[src/rtl/rvfi_seq_pkg.sv]
// Shared types and helpers for the RVFI check sequencer.
package rvfi_seq_pkg;

  // Per-channel progress: waiting for trig, waiting for check, finished.
  typedef enum logic [1:0] {
    WAIT_TRIG  = 2'd0,
    WAIT_CHECK = 2'd1,
    DONE       = 2'd2
  } chan_state_t;

  // Largest value a cw-bit counter can hold; the cycle counter saturates here.
  function automatic logic [63:0] cw_max(input int unsigned cw);
    if (cw >= 64) begin
      return {64{1'b1}};
    end
    return (64'd1 << cw) - 64'd1;
  endfunction

endpackage

[src/rtl/rvfi_seq_channel.sv]
// One trig/check channel: gates raw strobes so exactly one trig, then one check, is issued.
module rvfi_seq_channel
  import rvfi_seq_pkg::*;
(
  input  logic clock,
  input  logic resetn,
  input  logic restart,
  input  logic chk_reset,
  input  logic raw_trig,
  input  logic raw_check,
  output logic trig_c,
  output logic check_c,
  output logic done_c
);

  chan_state_t state;

  // Strobes are suppressed during checker reset and while resetn is low.
  assign trig_c  = raw_trig & (state == WAIT_TRIG) & ~chk_reset & resetn;
  assign check_c = raw_check & ~chk_reset & resetn & ((state == WAIT_CHECK) | trig_c);
  assign done_c  = (state == DONE);

  // Channel state register; restart returns to WAIT_TRIG regardless of strobes.
  always_ff @(posedge clock or negedge resetn) begin
    if (!resetn) begin
      state <= WAIT_TRIG;
    end else if (restart) begin
      state <= WAIT_TRIG;
    end else begin
      case (state)
        WAIT_TRIG: begin
          if (trig_c && check_c) begin
            state <= DONE;
          end else if (trig_c) begin
            state <= WAIT_CHECK;
          end
        end
        WAIT_CHECK: begin
          if (check_c) begin
            state <= DONE;
          end
        end
        DONE:    state <= DONE;
        default: state <= WAIT_TRIG;
      endcase
    end
  end

endmodule

[src/rtl/rvfi_check_sequencer.sv]
// Cycle/trig sequencer for formal check harnesses.
// Optional feature: define RVFI_SEQ_UNBOUNDED_EN to take trig/check from ext_trig/ext_check
// instead of the fixed TRIG_CYCLE/CHECK_CYCLE schedule.
module rvfi_check_sequencer
  import rvfi_seq_pkg::*;
#(
  parameter int unsigned           CW           = 8,
  parameter int unsigned           NCHAN        = 1,
  parameter int unsigned           RESET_CYCLES = 1,
  parameter logic [NCHAN*CW-1:0]   TRIG_CYCLE   = {NCHAN{8'd10}},
  parameter logic [NCHAN*CW-1:0]   CHECK_CYCLE  = {NCHAN{8'd20}}
) (
  input  logic             clock,
  input  logic             resetn,
  input  logic             restart,
  input  logic [NCHAN-1:0] ext_trig,
  input  logic [NCHAN-1:0] ext_check,
  output logic [CW-1:0]    cycle,
  output logic             chk_reset,
  output logic [NCHAN-1:0] trig,
  output logic [NCHAN-1:0] check,
  output logic             done
);

  localparam logic [CW-1:0] CYCLE_MAX = CW'(cw_max(CW));

  logic [CW-1:0]    cycle_reg;
  logic [NCHAN-1:0] chan_done;

  // Restart reads as cycle 0 in the same cycle it is asserted.
  assign cycle     = restart ? '0 : cycle_reg;
  assign chk_reset = (64'(cycle) < 64'(RESET_CYCLES));
  assign done      = &chan_done;

  // Saturating cycle counter; restart reloads 1 so the next cycle reads 1.
  always_ff @(posedge clock or negedge resetn) begin
    if (!resetn) begin
      cycle_reg <= '0;
    end else if (restart) begin
      cycle_reg <= CW'(1);
    end else if (cycle_reg != CYCLE_MAX) begin
      cycle_reg <= cycle_reg + CW'(1);
    end
  end

`ifndef RVFI_SEQ_UNBOUNDED_EN
  // External strobes only matter in unbounded mode.
  logic unused_ext;
  assign unused_ext = ^{ext_trig, ext_check};
`endif

  for (genvar i = 0; i < int'(NCHAN); i++) begin : g_chan
    logic raw_trig;
    logic raw_check;

`ifdef RVFI_SEQ_UNBOUNDED_EN
    assign raw_trig  = ext_trig[i];
    assign raw_check = ext_check[i];
`else
    localparam logic [CW-1:0] TRIG_AT  = TRIG_CYCLE[i*CW +: CW];
    localparam logic [CW-1:0] CHECK_AT = CHECK_CYCLE[i*CW +: CW];

    // Schedules that could skip or repeat a strobe are rejected at elaboration.
    if (TRIG_AT > CHECK_AT) begin : g_err_order
      $error("rvfi_check_sequencer: channel %0d trig cycle after check cycle", i);
    end
    if (64'(CHECK_AT) >= cw_max(CW)) begin : g_err_sat
      $error("rvfi_check_sequencer: channel %0d check cycle reaches counter saturation", i);
    end
    if (64'(RESET_CYCLES) > 64'(TRIG_AT)) begin : g_err_rst
      $error("rvfi_check_sequencer: channel %0d trig cycle inside reset window", i);
    end

    assign raw_trig  = (cycle == TRIG_AT);
    assign raw_check = (cycle == CHECK_AT);
`endif

    rvfi_seq_channel u_chan (
      .clock     (clock),
      .resetn    (resetn),
      .restart   (restart),
      .chk_reset (chk_reset),
      .raw_trig  (raw_trig),
      .raw_check (raw_check),
      .trig_c    (trig[i]),
      .check_c   (check[i]),
      .done_c    (chan_done[i])
    );
  end

endmodule
[config.mk]
export PLATFORM = sky130hd
export DESIGN_NAME = rvfi_check_sequencer
export DESIGN_NICKNAME = d
export VERILOG_FILES = /design/src/rtl/rvfi_seq_pkg.sv /design/src/rtl/rvfi_seq_channel.sv /design/src/rtl/rvfi_check_sequencer.sv
export SDC_FILE = /design/constraint.sdc
export NUM_CORES = 1
export LEC_CHECK = 0
export ABC_AREA = 1
export CAP_MARGIN = 10
export CORE_AREA = 2 2 47 49
export CTS_BUF_LIST = sky130_fd_sc_hd__clkbuf_16
export DETAILED_ROUTE_END_ITERATION = 6
export DIE_AREA = 0 0 49 51
export SKIP_CTS_REPAIR_TIMING = 1
export SKIP_LAST_GASP = 1
export SLEW_MARGIN = 20
export SYNTH_ARGS = -nofsm -noshare
export SYNTH_HDL_FRONTEND = slang
export SYNTH_SLANG_ARGS = --single-unit
export TNS_END_PERCENT = 50
[constraint.sdc]
create_clock -name clock -period 1.5 [get_ports clock]
set_input_delay 0.225 -clock clock [delete_from_list [all_inputs] [get_ports clock]]
set_output_delay 0.225 -clock clock [all_outputs]
set_load 0.02 [all_outputs]
* Word level (Yosys, flattened, before mapping) *
Cells that the tools add are included.

cells by class
  $add $sub $neg = 1
  $lt $le $gt $ge = 1
  eq/ne operators = 7
  mux-type cells = 8
  bitwise logic cells = 8
  reduce and logical (&&, ||, !) cells = 4

operators by type and width
  cell                                                count
  2-to-1 mux 8 bit                                    3
  adder 8 x 1 -> 8 bit, second input constant         1
  == test 8 x 4 -> 1 bit, second input constant       1
  == test 8 x 5 -> 1 bit, second input constant       1
  < comparator 8 x 1 -> 1 bit, second input constant  1
  2-to-1 mux 2 bit                                    4
  != test 8 bit, second input constant                1
  bitwise AND 1 bit                                   6
  case mux 2 bit (3 select lines)                     1
  != test 4 x 3 -> 1 bit, second input constant       1
  != test 3 x 2 -> 1 bit, second input constant       1
  == test 2 x 1 -> 1 bit, second input constant       1
  == test 2 bit, second input constant                1
  logical NOT 2 bit                                   1
  AND reduction 2 bit                                 1
  nonzero test 2 bit                                  1
  logical AND 1 bit                                   1
  inverter 1 bit                                      1
  bitwise OR 1 bit                                    1

word-level totals
  flip-flop bits (word level) = 10
  bits of input ports = 5
  output and inout port bits = 12
  logic and storage cells = 31

* Longest topological paths before layout *
  depth after elaboration = 11
  depth in mapped cells = 10
  depth with buffers taken out = 9

* Modules after synthesis *
Synthesis repeated with hierarchy kept, for this count alone.

unflattened totals
  cell total of the unflattened synthesis = 114
  area total of the unflattened synthesis = 808.3 um^2

by module, submodules not included
  module                instances  cells an instance  area an instance (um^2)  sequential area each (um^2)
  rvfi_check_sequencer  1          81                 566.8                    200.2
  rvfi_seq_channel      1          33                 241.5                    50.0

* Least setup slack after synthesis *
No wires, ideal clock.

  path kind = register to output
  start point = register cycle_reg[6]
  end point = output chk_reset
  arrival = 1.133 ns
  data required time = 1.275 ns
  setup slack = 0.142 ns
  cell stages (with the launch flop) = 6
  path buffers = 0
  cell sequence = dfrtp_1 nand2_1 nand2_2 nor2_4 inv_1 nor4_2

on the way
  word-level cells in the longest chain between the ends = 2

RTL lines
  element                      RTL line                    source
  start, declared              rvfi_check_sequencer.sv:27  logic [CW-1:0] cycle_reg;
  start signal, assigned       rvfi_check_sequencer.sv:42  cycle_reg <= cycle_reg + CW'(1);
  2-to-1 mux 8 bit             rvfi_check_sequencer.sv:31  assign cycle = restart ? '0 : cycle_reg;
  < comparator 8 x 1 -> 1 bit  rvfi_check_sequencer.sv:32  assign chk_reset = (64'(cycle) < 64'(RESET_CYCLES));
  end, declared                rvfi_check_sequencer.sv:19  output logic chk_reset,

No other way between the ends.

* Worst setup path after layout *
Ends and elaborated chain as after synthesis.

==> metrics.md <==
| Metric | Value |
|---|---|
| Status | `finished, violations left` |
| Failing checks | `hold timing, setup timing` |
| Finished Core Util | `0.623` |
| Ys Warns | `0` |
| Slew headroom | `0.838` |
| Post-route DRC | `0` |
| Mapped cell area | `773 sq um` |
| Ports | `17` |
| CTS buffer count | `3` |
| Initial core utilization | `0.375` |
| Fin cells | `between 150 and 200` |
| Placement Rows | `17` |
| Worst setup path category | `reg2out` |
| First-pass GRT wire length | `about 3.4 mm` |
| Avg WL per Cell | `10.9 um` |
| Worst path required time | `around 1.3 ns` |
| Leakage power | `between 0.9 and 1 nW` |
| Grt total ovfl | `0` |
| Path category of the worst min-delay check | `in2async` |
| Worst skew pair latency | `approximately 0.24 ns` |
| Crit-path cells | `nand2_1 -> nand2_2 -> nor2_4 -> inv_1 -> nor4_2 -> buf_4` |
| # diodes | `0` |
| Final hold vios | `4` |
| RSZ-0062 raised after global routing | `true` |
| Crit path max fanout | `2` |
| Die area | `0.00250 sq mm` |
| Async set-reset flop share out of synthesis | `1.00` |
| Max Slew Vio Count | `0` |
| Pwr Density | `around 700 mW/mm^2` |
| Total GRT Usage | `0.180` |
| Post-synthesis cell count | `110` |
| Share of cells above drive strength 1 | `0.350` |
| Die Width | `49 um` |
| Setup TNS | `-0.0314 ns` |
| Placed cell count | `181` |
| Final Cycle Share | `1.01` |
| Min Hold Slack | `-0.00689 ns` |
| Pin count of the biggest net entering global routing | `11` |
| ANT nets after route | `0` |
| Netlist cell types | `21` |
| Placed Area | `around 0.0012 sq mm` |
| Worst path depth | `6` |
| Reg2reg start | `cycle_reg[0]` |
| Reg2Reg Depth | `6` |
| Reg-to-reg slack, setup | `around 0.010 ns` |
| Initial DRC Count | `13` |
| Number of flops mapped to enable cells by yosys | `0` |
| Crit end category | `output pin` |
| GPL Wtd Cong | `0.943` |
| Routed Wire Length | `2.01 mm` |
| CP arrival | `1.29 ns` |
| Core area | `~0.0021 sq mm` |
| Via/cell ratio | `~4.6` |
| CP Launch Type | `flop` |
| Critical path's top delay family | `simple AND/OR/NAND/NOR gates` |
| Net Count, Synth | `between 100 and 150` |
| Chip Height | `51 um` |
| Slowest stage delay, CP | `0.38 ns` |
| Final Setup Violations | `2` |
| Area Overhead vs Synth | `66.2%` |
| Crit Reg-Reg Endpoint | `cycle_reg[4]` |
| HPWL after DPL | `~1.6 mm` |
| Pre-antenna DRT Iters | `4` |
| Register area share after synthesis | `0.324` |
| Longest Clk Path Bufs | `2` |
| CTS sink count | `10` |
| IO Port Bufs | `14` |
| PnR worst setup slack | `-0.0196 ns` |
| Root Driver | `clkbuf_16` |
| Skew final | `between 0.0005 and 0.0006 ns` |
| Synth Register Bits | `10` |
| Slowest-stage cell, CP | `dfrtp_1` |
| Htree depth | `1` |
| Mean post-synth cell area | `roughly 7.0 sq um` |
| Final nets | `roughly 170` |
| Crit path time final | `~1.5 ns` |
| Fin area | `about 0.0013 sq mm` |
| Max VDD drop | `~780 uV` |
| Predominant post-synthesis flop cell | `dfrtp_1` |
| Largest register FFs | `8` |
| TritonCTS clock tree | `yes` |
| WP buf/inv | `2` |
| Vias in the first global route | `around 820` |
| Worst Tran Pin Value | `roughly 0.24 ns` |
| FMAX | `~660 MHz` |
| Clk slew on worst S/H paths | `approximately 0.040 ns` |
| Initial antenna violation count | `0` |
| Via count | `between 800 and 900` |
| Max-cap viol count | `0` |
==> area by class of cell <==
class,count,area [sq um]
timing repair buffer,44,389
tap,28,35.0
clock buffer,3,75.1
clock inverter,1,3.75
multi-input combinational,76,443
inverter,23,88.8
fill,197,778
sequential,10,250
==> kinds of logic after synthesis <==
group | after synthesis | share of synthesized area
xor gates and xnor gates | 1 | 0.0113
and+or+nand+nor | 62 | 0.403
adders and majority gates | 5 | 0.0809
buffers and inverters | 24 | 0.126
DFF | 10 | 0.324
AOI/OAI and AO/OA | 8 | 0.0550
==> cell usage in the layout, fill, tap and decap left out, drive strengths merged <==
| cell | count |
|---|---|
| buf | 33 |
| nand2 | 31 |
| inv | 23 |
| nand3 | 13 |
| nor2 | 12 |
| dlymetal6s2s | 11 |
| dfrtp | 10 |
| o21ai | 5 |
| ha | 5 |
| clkbuf | 3 |
| nor3 | 2 |
| a21oi | 2 |
| nor4 | 1 |
| and3 | 1 |
| or2 | 1 |
| nor3b | 1 |
| o21a | 1 |
| xor2 | 1 |
| clkinv | 1 |
==> layer usage <==
layer,vias up,track usage,share of wire,wire (um)
met5,-,0,0,0
met4,0,0.114,0.025,51
met3,6,0.0175,0.052,104
met2,29,0.329,0.51,1020
met1,375,0.201,0.41,833
li1,435,-,-,-
==> metrics by stage <==
| stage | total power, mW | setup slack [ns] | hold WS, ns |
|---|---|---|---|
| 2_1_floorplan | 0.353 | 0.142 | -0.0706 |
| 3_3_place_gp | 0.430 | -0.657 | 0.585 |
| 3_5_place_dp | 0.433 | -0.733 | 0.586 |
| 4_1_cts | 0.918 | -0.739 | 0.384 |
| 6_report | 0.906 | -0.0196 | -0.00689 |
| 5_1_grt | 0.940 | -0.104 | 0.0373 |
==> synthesized netlist by cell type (all sizes together), types with 2 or more instances <==
master / instances / area (sq um)
ha: 5 / 62.6
dfrtp: 10 / 250
nand2: 31 / 151
inv: 22 / 82.6
nor3: 2 / 10.0
nand3: 13 / 65.1
a21oi: 2 / 10.0
nor2: 12 / 52.6
o21ai: 5 / 25.0
==> worst max path at each step <==
stage / start / endpoint
6_report: cycle_reg[6] / chk_reset
5_1_grt: cycle_reg[6] / chk_reset
4_1_cts: restart / chk_reset
3_5_place_dp: restart / chk_reset
3_3_place_gp: restart / chk_reset
2_1_floorplan: cycle_reg[6] / chk_reset
==> power breakdown <==
group	internal, mW	switching (mW)	leakage, nW
clock	0.349	0.126	0.0385
sequential	0.280	0.00841	0.135
combinational	0.0678	0.0745	0.733
No activity file was read; power rests on OpenSTA's default activity.
